$ cat src/rtl/enable_sequencer_if.sv
// Enable-sequencer signal bundle: upstream enable/abort in, staged enables and status out.
interface enable_sequencer_if #(
  parameter int STAGES = 4
);
  logic              en_in;
  logic              abort;
  logic [STAGES-1:0] stage_en;
  logic              busy;
  logic              done;
  logic              fault;

  modport master (
    output en_in, abort,
    input  stage_en, busy, done, fault
  );

  modport slave (
    input  en_in, abort,
    output stage_en, busy, done, fault
  );
endinterface

$ cat src/rtl/enable_sequencer.sv
// Staged enable sequencer: ramps a thermometer bank of enables up/down one stage per GAP
// cycles, with an abort that forces shutdown and locks out restart until en_in is seen low.
module enable_sequencer #(
  parameter int STAGES = 4,
  parameter int GAP    = 8
) (
  input  logic                 clk,
  input  logic                 rst,
  enable_sequencer_if.slave    bus
);
  localparam int LW = $clog2(STAGES + 1);
  localparam int CW = (GAP > 1) ? $clog2(GAP) : 1;

  localparam logic [2:0] S_IDLE  = 3'd0;
  localparam logic [2:0] S_UP    = 3'd1;
  localparam logic [2:0] S_ON    = 3'd2;
  localparam logic [2:0] S_DOWN  = 3'd3;
  localparam logic [2:0] S_FAULT = 3'd4;

  localparam logic [LW-1:0] L_ONE  = LW'(1);
  localparam logic [LW-1:0] L_FULL = LW'(STAGES);
  localparam logic [LW-1:0] L_TOP  = LW'(STAGES - 1);
  localparam logic [CW-1:0] C_LAST = CW'(GAP - 1);

  logic [2:0]        state_q, state_d;
  logic [LW-1:0]     lvl_q, lvl_d;
  logic [CW-1:0]     cnt_q, cnt_d;
  logic [STAGES-1:0] stage_en_q;
  logic              busy_q, done_q, fault_q;

  function automatic logic [STAGES-1:0] thermo(input logic [LW-1:0] lvl);
    logic [STAGES-1:0] th;
    for (int i = 0; i < STAGES; i++) th[i] = (LW'(i) < lvl);
    return th;
  endfunction

  always_comb begin
    state_d = state_q;
    lvl_d   = lvl_q;
    cnt_d   = cnt_q;
    if (bus.abort) begin
      state_d = S_FAULT;
      lvl_d   = '0;
      cnt_d   = '0;
    end else begin
      case (state_q)
        S_IDLE: begin
          if (bus.en_in) begin
            lvl_d   = L_ONE;
            cnt_d   = '0;
            state_d = (STAGES == 1) ? S_ON : S_UP;
          end
        end
        S_UP: begin
          // A drop of en_in beats a simultaneous gap expiry: step down, never up.
          if (!bus.en_in) begin
            lvl_d   = lvl_q - L_ONE;
            cnt_d   = '0;
            state_d = (lvl_q == L_ONE) ? S_IDLE : S_DOWN;
          end else if (cnt_q == C_LAST) begin
            lvl_d   = lvl_q + L_ONE;
            cnt_d   = '0;
            if (lvl_q + L_ONE == L_FULL) state_d = S_ON;
          end else begin
            cnt_d = cnt_q + CW'(1);
          end
        end
        S_ON: begin
          if (!bus.en_in) begin
            lvl_d   = L_TOP;
            cnt_d   = '0;
            state_d = (STAGES == 1) ? S_IDLE : S_DOWN;
          end
        end
        S_DOWN: begin
          if (bus.en_in) begin
            lvl_d   = lvl_q + L_ONE;
            cnt_d   = '0;
            state_d = (lvl_q + L_ONE == L_FULL) ? S_ON : S_UP;
          end else if (cnt_q == C_LAST) begin
            lvl_d   = lvl_q - L_ONE;
            cnt_d   = '0;
            if (lvl_q == L_ONE) state_d = S_IDLE;
          end else begin
            cnt_d = cnt_q + CW'(1);
          end
        end
        S_FAULT: begin
          lvl_d = '0;
          cnt_d = '0;
          if (!bus.en_in) state_d = S_IDLE;
        end
        default: begin
          state_d = S_IDLE;
          lvl_d   = '0;
          cnt_d   = '0;
        end
      endcase
    end
  end

  // Outputs are registered from next-state so they line up with the level on the same edge.
  always_ff @(posedge clk or posedge rst) begin
    if (rst) begin
      state_q    <= S_IDLE;
      lvl_q      <= '0;
      cnt_q      <= '0;
      stage_en_q <= '0;
      busy_q     <= 1'b0;
      done_q     <= 1'b0;
      fault_q    <= 1'b0;
    end else begin
      state_q    <= state_d;
      lvl_q      <= lvl_d;
      cnt_q      <= cnt_d;
      stage_en_q <= thermo(lvl_d);
      busy_q     <= (state_d == S_UP) || (state_d == S_DOWN);
      done_q     <= (state_d == S_ON);
      fault_q    <= (state_d == S_FAULT);
    end
  end

  assign bus.stage_en = stage_en_q;
  assign bus.busy     = busy_q;
  assign bus.done     = done_q;
  assign bus.fault    = fault_q;
endmodule

$ cat src/flat_wrapper.sv
// flat-port wrapper written by rule: the top's interface ports become plain ports
module enable_sequencer_flat 
#(
  parameter int STAGES = 4,
  parameter int GAP    = 8
)
  (clk, rst, bus_en_in, bus_abort, bus_stage_en, bus_busy, bus_done, bus_fault);
  enable_sequencer_if #(.STAGES(STAGES)) bus_i ();
  input  logic clk;
  input  logic rst;
  input wire logic [$bits(bus_i.en_in)-1:0] bus_en_in;
  input wire logic [$bits(bus_i.abort)-1:0] bus_abort;
  output wire logic [$bits(bus_i.stage_en)-1:0] bus_stage_en;
  output wire logic [$bits(bus_i.busy)-1:0] bus_busy;
  output wire logic [$bits(bus_i.done)-1:0] bus_done;
  output wire logic [$bits(bus_i.fault)-1:0] bus_fault;
  assign bus_i.en_in = bus_en_in;
  assign bus_i.abort = bus_abort;
  assign bus_stage_en = bus_i.stage_en;
  assign bus_busy = bus_i.busy;
  assign bus_done = bus_i.done;
  assign bus_fault = bus_i.fault;
  enable_sequencer #(.STAGES(STAGES), .GAP(GAP)) u_core (.clk(clk), .rst(rst), .bus(bus_i));
endmodule
$ cat config.mk
export PLATFORM = sky130hd
export DESIGN_NAME = enable_sequencer_flat
export DESIGN_NICKNAME = d
export VERILOG_FILES = /design/src/rtl/enable_sequencer_if.sv /design/src/rtl/enable_sequencer.sv /design/src/flat_wrapper.sv
export SDC_FILE = /design/constraint.sdc
export NUM_CORES = 1
export LEC_CHECK = 0
export ABC_CLOCK_PERIOD_IN_PS = 2200
export CORE_UTILIZATION = 54
export CTS_CLUSTER_DIAMETER = 200
export DETAILED_ROUTE_END_ITERATION = 10
export PLACE_DENSITY = 0.83
export SLEW_MARGIN = 20
export SYNTH_ARGS = -nofsm -noshare
export SYNTH_HDL_FRONTEND = slang
export SYNTH_SLANG_ARGS = --single-unit
$ cat constraint.sdc
create_clock -name clk -period 2.2 [get_ports clk]
set_input_delay 0.22 -clock clk [delete_from_list [all_inputs] [get_ports clk]]
set_output_delay 0.22 -clock clk [all_outputs]
set_load 0.02 [all_outputs]
# After elaboration in Yosys (flattened, before gate mapping)
# Index checks and enable logic that the tools add are counted.
dict set report totals {
  reg_bits 16
  input_bits 4
  output_inout_bits 7
  elab_cells 58
}
dict set report op_classes {
  n_addsub 3
  magnitude_cmp 4
  n_eq_ne 13
  n_mux 28
  reduce_logical 3
}
# operator n
set op_table {}
lappend op_table {{$mux 3} 23}
lappend op_table {{$pmux 3 s4} 2}
lappend op_table {{$pmux 3 s5} 1}
lappend op_table {{$eq 3x2->1 const B} 4}
lappend op_table {{$eq 3x3->1 const B} 4}
lappend op_table {{$eq 3x1->1 const B} 3}
lappend op_table {{$add 3x1->3 const B} 2}
lappend op_table {{$lt 1x3->1 const A} 2}
lappend op_table {{$lt 2x3->1 const A} 2}
lappend op_table {{$ne 3x3->1 const B} 2}
lappend op_table {{$mux 2} 2}
lappend op_table {{$logic_not 3->1} 1}
lappend op_table {{$sub 3x1->3 const B} 1}
lappend op_table {{$reduce_and 2->1} 1}
lappend op_table {{$logic_or 1x1->1} 1}

# Depth between registers and ports, before layout
# Gate-level depths: netlist (run 1).
dict set report depth {
  word_depth 9
  mapped_depth 8
  ltp_nobuf 7
}

# Least setup slack after synthesis (run 1)
# OpenSTA, ideal clock, no wires.
dict set report synth_timing {
  kind {register -> register}
  from {register u_core.cnt_q[0]}
  to {register u_core.stage_en_q[2] (netlist: u_core.bus.stage_en[2])}
  setup_ns 0.083
  arrival_ns 1.670
  required_ns 2.117
  path_slack_ns 0.448
  path_stages_with_launch 8
  path_buffers 1
  synth_period_minus_slack_ns 1.752
  path_cell_list {dfrtp_1 ha_1 ha_1 clkbuf_1 a31oi_1 o311ai_0 or2_2 o22ai_1}
}
dict set report synth_via {
  elab_chain_len 6
  elab_cells_between_ends 8
  classes_between {1 x order compare; 1 x eq/ne; 6 x mux}
}
# element line_no
set synth_rtl {}
lappend synth_rtl {{from (decl)} enable_sequencer.sv:27} ;# logic [CW-1:0] cnt_q, cnt_d;
lappend synth_rtl {{from (signal assigned)} enable_sequencer.sv:115} ;# cnt_q <= cnt_d;
lappend synth_rtl {{$eq 3x3->1 (*)} {enable_sequencer.sv:60, enable_sequencer.sv:80}}
lappend synth_rtl {{$mux 3 (on tied branches)} {enable_sequencer.sv:80, enable_sequencer.sv:60}}
lappend synth_rtl {{$mux 3 (on tied branches)} {enable_sequencer.sv:76, enable_sequencer.sv:56}}
lappend synth_rtl {{$pmux 3 s4 (*)} enable_sequencer.sv:46} ;# case (state_q)
lappend synth_rtl {{$mux 3 (*)} enable_sequencer.sv:41} ;# if (bus.abort) begin
lappend synth_rtl {{$lt 2x3->1 (*)} enable_sequencer.sv:33} ;# for (int i = 0; i < STAGES; i++) th[i] = (LW'(i) < lvl);
lappend synth_rtl {{to (signal assigned)} enable_sequencer.sv:116} ;# stage_en_q <= thermo(lvl_d);
lappend synth_rtl {{to (decl)} enable_sequencer.sv:28} ;# logic [STAGES-1:0] stage_en_q;
# Every way passes the cells marked *; elsewhere a longest branch is shown, timed or not.
# A chain may end at the register's enable or synchronous reset.

# Final worst setup path (run 1)
# Ends and elaborated chain as after synthesis.

==> results of run 1 <==
## layout make-up
type                            instances  area [sq um]  area share [%]
Multi-Input combinational cell         72           518            47.4
Clock inverter                          1          5.00           0.458
Tap cell                               24          30.0            2.75
Clock buffer                            3          22.5            2.06
Inverter                                7          26.3            2.41
Timing Repair Buffer                   12           115            10.5
Sequential cell                        15           375            34.4
## cells by family (layout without fill, tap and decap cells)
kind of cell	after synthesis	after routing
mux	1	1
flops	15	15
simple gates	34	34
compound gates	25	25
xor+xnor	5	5
fa+ha+maj	7	7
buf+inv	14	23
## worst max-delay path, cell delays in order, from the launching register on
cell      delay (ps)
dfrtp_1          410
ha_1             210
ha_1             320
nand2b_1         240
o311ai_0         460
or2_2            220
o22ai_1           80
## cell usage in the layout (no fill, tap or decap), types with 3 or more instances in the layout
cell type	count
nor2_1	6
ha_1	6
xnor2_1	3
inv_1	7
clkdlybuf4s50_1	10
clkbuf_4	3
a31oi_1	4
nor3_1	3
a21oi_1	3
nand2_1	11
dfrtp_1	15
o21ai_0	3
## where the power goes
part	internal (mW)	leakage [nW]	total (mW)	switching, mW
clock	0.0678	0.0177	0.164	0.0965
sequential	0.282	0.202	0.291	0.00881
combinational	0.0316	0.258	0.0755	0.0439
## worst max path at each step
| stage | depth (start not counted) | start | slack, ps | endpoint |
|---|---|---|---|---|
| floorplan | 7 | u_core.cnt_q[0] | 450 | u_core.bus.stage_en[2] |
| global route | 6 | u_core.cnt_q[0] | 20 | u_core.bus.stage_en[2] |
| finish | 6 | u_core.cnt_q[0] | 140 | u_core.bus.stage_en[2] |
| CTS | 6 | u_core.cnt_q[0] | 160 | u_core.bus.stage_en[2] |
| global placement | 5 | bus_en_in | 240 | u_core.bus.stage_en[0] |
| detailed placement | 6 | u_core.cnt_q[0] | 170 | u_core.bus.stage_en[2] |
## state kept, by name (all words and copies together), names as in the netlist
register,count
u_core.cnt_q,3
u_core.bus.stage_en,3
u_core.bus.done,1
u_core.bus.fault,1
u_core.bus.busy,1
u_core.lvl_q,3
u_core.state_q,3
## routing by layer
| metal | part of all wire (%) | vias up | wire length (um) |
|---|---|---|---|
| li1 | - | 377 | - |
| met1 | 43 | 406 | 887 |
| met2 | 50 | 26 | 1030 |
| met3 | 3.7 | 9 | 76 |
| met4 | 3.1 | 0 | 63 |
| met5 | 0 | - | 0 |
## synth_stat cells (2+ instances only)
cell type and instances:
nor2b_1 2, nand3_1 2, nor2_1 6, a21oi_1 3
buf_4 2, a31o_2 2, o21ai_0 3, or2_2 2
nand2b_1 2, a31oi_1 4, inv_1 7, clkbuf_1 2
xnor2_1 3, nor3_1 3, dfrtp_1 15, ha_1 6
nand2_1 11
==> flow_summary.yaml, run 1 <==
power:
  ir_worst_vdd_uv: 370
  p_leak_nw: 0.478
  powerDensity_nw_per_um2: 486
  power_mw: 0.530
layout:
  syn2layout_area_growth_pct: 13.4
  fin_cells: 134
  n_antenna_cell: 0
  drive_gt1_share_pct: 14.5
  fin_util_pct: 68.5
  final_cell_area_sq_um: 1090
  finish.net_count: 121
  fillCellCount: 131
die:
  start_util_pct: 60.4
  die_h_um: 44.2
  design.core.area_sq_um: 1590
  fp.dieW_um: 44.2
  num_rows: 14
  dieArea_sq_um: 1960
  ioPinCount: 11
setup_path:
  reg2reg_depth: 6
  cp.arrival_ps: 2230
  crit_required_ps: 2380
  path_max_fanout: 11
  startpoint_type: "register"
  r2r-end: "u_core.bus.stage_en[2]"
  path_class: "register to register"
  r2r_start: "u_core.cnt_q[0]"
  cp-end-kind: "register"
  ff2ff_setup_slack_ps: 140
synth:
  synth_edf_count: 0
  synth_area_sq_um: 963
  post-synth-top-area-cell: "dfrtp_1"
  synthCells: 101
  synth.area.top_cells: "dfrtp_1, ha_1, nand2_1"
  synth_compound_area_share_pct: 20.5
  synth-async-reset-ratio_pct: 100
  synthMuxAreaShare_pct: 1.04
  synth-xor-area-share_pct: 5.32
  yosysTopAreaCellShare_pct: 39.0
  synthAdderAreaFrac_pct: 8.83
  synth_fp_nets: 111
  synth_top_family_by_area: "compound AO/OA/AOI/OAI gates"
  ys_seq_area_share_pct: 39.0
  ys.flop_type: "dfrtp_1"
  synth_cell_types: 43
  yosysWarningCount: 0
  synth-simple-area-share_pct: 18.1
  ys_ff_latch: 15
  avgSynthCellArea_sq_um: 9.54
grt:
  globalRouteMet2Util_pct: 42.6
  grt_pass1_vias: 812
  grt_start_max_net_pins: 16
  gr-usage-met1_pct: 33.1
  grt.busiest_layer: "met2"
  overflow: 0
  grt_usage_pct: 26.0
  grt_pass1_wl_um: 3670
  antenna_found_initial: 0
  grt_use_met3_pct: 3.27
detailed_routing:
  drc: 0
  drt_iter0_markers: 23
  vias_per_cell: 6.10
  first_pass_iters: 6
  routed_wl_um: 2060
  post_drt_wl_per_cell_um: 15.4
  ant_nets: 0
  vias: 818
timing:
  min_period_ps: 2060
  hold_ws_ps: 273
  finalCritPeriodShare_pct: 93.4
  fmax_ghz: 0.487
  slew_headroom_pct: 61.4
  setup_viol: 0
  tightest_slew_ps: 578
  hold_viol: 0
  rsz0062_at_grt: "false"
  fin_ws_ps: 145
  final.setup.tns_ps: 0
  maxSlewViolCount: 0
  clock-skew-final_ps: 2.17
run:
  maxCapViolCount: 0
clock_tree:
  h-tree-depth: 1
  cts_resized: 0
  cts_tree: "built"
  cts_buffer_depth: 2
  postCtsSetupRepairBufs: 0
  clock_latency_ps: 290
  clock-root-buffer: "clkbuf_4"
  cts_buffers: 3
  clock-sinks: 15
  clk_pin_slew_ps: 90
  cts_hold_buf: 0
placed_design:
  portBuffers: 10
  dp_cells: 130
  gp_congestion: 0.884
  placed_cell_area_sq_um: 1060
  hpwlAfterDp_um: 1460
  dp_slack_ps: 173
run_status:
  run_status: "finished clean"
hold_path:
  hold_class: "primary input to asynchronous set/reset pin"
Note: power is estimated with default switching activity, not from simulation.
==> inputs of run 2 (changes only) <==
--- a/config.mk
+++ b/config.mk
@@ -9,7 +9,9 @@
 export CORE_UTILIZATION = 54
 export CTS_CLUSTER_DIAMETER = 200
 export DETAILED_ROUTE_END_ITERATION = 10
+export GPL_ROUTABILITY_DRIVEN = 0
 export PLACE_DENSITY = 0.83
+export SKIP_CTS_REPAIR_TIMING = 1
 export SLEW_MARGIN = 20
 export SYNTH_ARGS = -nofsm -noshare
 export SYNTH_HDL_FRONTEND = slang
==> results of run 2 <==
The final DEF is identical to that of run 1; final timing and power are the same.
==> inputs of run 3 (changes only) <==
--- a/config.mk
+++ b/config.mk
@@ -5,12 +5,12 @@
 export SDC_FILE = /design/constraint.sdc
 export NUM_CORES = 1
 export LEC_CHECK = 0
-export ABC_CLOCK_PERIOD_IN_PS = 2200
-export CORE_UTILIZATION = 54
+export ABC_CLOCK_PERIOD_IN_PS = 1850
+export CORE_UTILIZATION = 49
 export CTS_CLUSTER_DIAMETER = 200
 export DETAILED_ROUTE_END_ITERATION = 10
 export GPL_ROUTABILITY_DRIVEN = 0
-export PLACE_DENSITY = 0.83
+export PLACE_DENSITY = 0.8
 export SKIP_CTS_REPAIR_TIMING = 1
 export SLEW_MARGIN = 20
 export SYNTH_ARGS = -nofsm -noshare
==> constraint.sdc (replaced) <==
create_clock -name clk -period 1.85 [get_ports clk]
set_input_delay 0.185 -clock clk [delete_from_list [all_inputs] [get_ports clk]]
set_output_delay 0.185 -clock clk [all_outputs]
set_load 0.02 [all_outputs]
==> flow_summary.yaml, run 3 (synthesis results as in run 1) <==
die:
  dieArea_sq_um: 2150
  die_h_um: 46.3
  ioPinCount: 11
  num_rows: 15
  start_util_pct: 54.0
  fp.dieW_um: 46.3
  design.core.area_sq_um: 1780
timing:
  finalCritPeriodShare_pct: 93.4
  fmax_ghz: 0.578
  tightest_slew_ps: 548
  rsz0062_at_grt: "false"
  slew_headroom_pct: 63.4
  min_period_ps: 1730
  setup_viol: 0
  hold_viol: 0
  maxSlewViolCount: 0
  clock-skew-final_ps: 5.68
setup_path:
  path_class: "register to register"
  crit_chain: "ha_2 > ha_4 > buf_4 > nand2_1 > xnor2_1 > mux2i_1 > a21oi_2 > a31oi_1"
  cp.arrival_ps: 1900
  cpPeakStageDelay_ps: 400
  crit_required_ps: 2020
  reg2reg_depth: 8
  cp-end-kind: "register"
  crit_slowest_cell: "dfrtp_1"
  path_max_fanout: 5
  r2r-end: "u_core.bus.stage_en[0]"
  ff2ff_setup_slack_ps: 120
  r2r_start: "u_core.cnt_q[1]"
  startpoint_type: "register"
layout:
  layout_common_cells: "dfrtp_1, clkdlybuf4s50_1, buf_4"
  fin_util_pct: 65.8
  multi_input_area_sq_um: 538
  n_antenna_cell: 0
  finish.net_count: 129
  drive_gt1_share_pct: 23.7
  syn2layout_area_growth_pct: 21.8
  fillCellCount: 149
  regArea_sq_um: 375
  final_common_cell: "dfrtp_1"
grt:
  grt_use_met3_pct: 5.10
  grt_usage_pct: 22.8
  gr-usage-met1_pct: 27.6
  globalRouteMet2Util_pct: 38.1
  grt_start_max_net_pins: 16
  overflow: 0
  grt_pass1_vias: 766
  grt.busiest_layer: "met2"
  grt_pass1_wl_um: 3390
  antenna_found_initial: 0
power:
  p_leak_nw: 0.515
  power_mw: 0.636
  ir_worst_vdd_uv: 412
  powerDensity_nw_per_um2: 542
run_status:
  run_status: "finished clean"
clock_tree:
  h-tree-depth: 1
  clock-sinks: 15
  cts_tree: "built"
  cts_buffer_depth: 2
  clock_latency_ps: 290
  clock-root-buffer: "clkbuf_4"
  cts_buffers: 3
  clk_pin_slew_ps: 90
run:
  maxCapViolCount: 0
detailed_routing:
  vias_per_cell: 5.80
  first_pass_iters: 4
  ant_nets: 0
  vias: 829
  drc: 0
  post_drt_wl_per_cell_um: 14.4
  routed_wl_um: 2050
  drt_iter0_markers: 28
placed_design:
  hpwlAfterDp_um: 1560
  portBuffers: 10
hold_path:
  hold_class: "primary input to asynchronous set/reset pin"
[run 3: power by group]
group	leakage [nW]	switching (mW)	internal (mW)
Sequential	0.202	0.00418	0.335
Clock	0.0177	0.110	0.0806
Combinational	0.295	0.0600	0.0463
Total	0.515	0.174	0.462
[run 3: area by class of cell]
class,count,share of cell area [%]
clock buffer,3,1.92
clock inverter,1,0.426
inverter,7,2.24
multi-input combinational,72,45.8
sequential,15,32.0
tap,25,2.67
timing repair buffer,20,14.9
[run 3: layer usage]
metal | share of wire [%] | vias to the layer above
li1 | - | 392
met1 | 42 | 391
met2 | 51 | 43
met3 | 5.4 | 3
met4 | 1.4 | 0
met5 | 0 | -
[run 3: how the worst max path moves through the flow]
stage | start | slack (ps) | to
5_1_grt | u_core.lvl_q[0] | 10 | u_core.bus.done
6_report | u_core.cnt_q[1] | 120 | u_core.bus.stage_en[0]
3_3_place_gp | bus_en_in | 20 | u_core.bus.stage_en[2]
2_1_floorplan | u_core.cnt_q[0] | 100 | u_core.bus.stage_en[2]
4_1_cts | u_core.cnt_q[0] | -10 | u_core.bus.stage_en[2]
3_5_place_dp | bus_en_in | 2 | u_core.bus.stage_en[2]
[run 3: stage by stage]
stage	setup slack (ps)	cell area, sq um	instances	setup TNS [ps]	hold slack, ps
after floorplan	97.7	963	101	0	86.5
after global placement	18.6	1130	139	0	531
after detailed placement	1.78	1130	139	0	537
after CTS	-10.0	1150	143	-10.0	256
after global routing	9.64	1170	143	0	288
final	121	1170	143	0	235
[run 3: critical path, delay by kind of cell, from the launching register on]
family	cells	cell delay (ps)
AO/OA/AOI/OAI	2	350
XOR/XNOR	1	130
adder cells (fa/ha/maj)	2	370
buffers and inverters	1	150
flip-flops	1	400
multiplexers	1	130
AND/OR/NAND/NOR	1	80
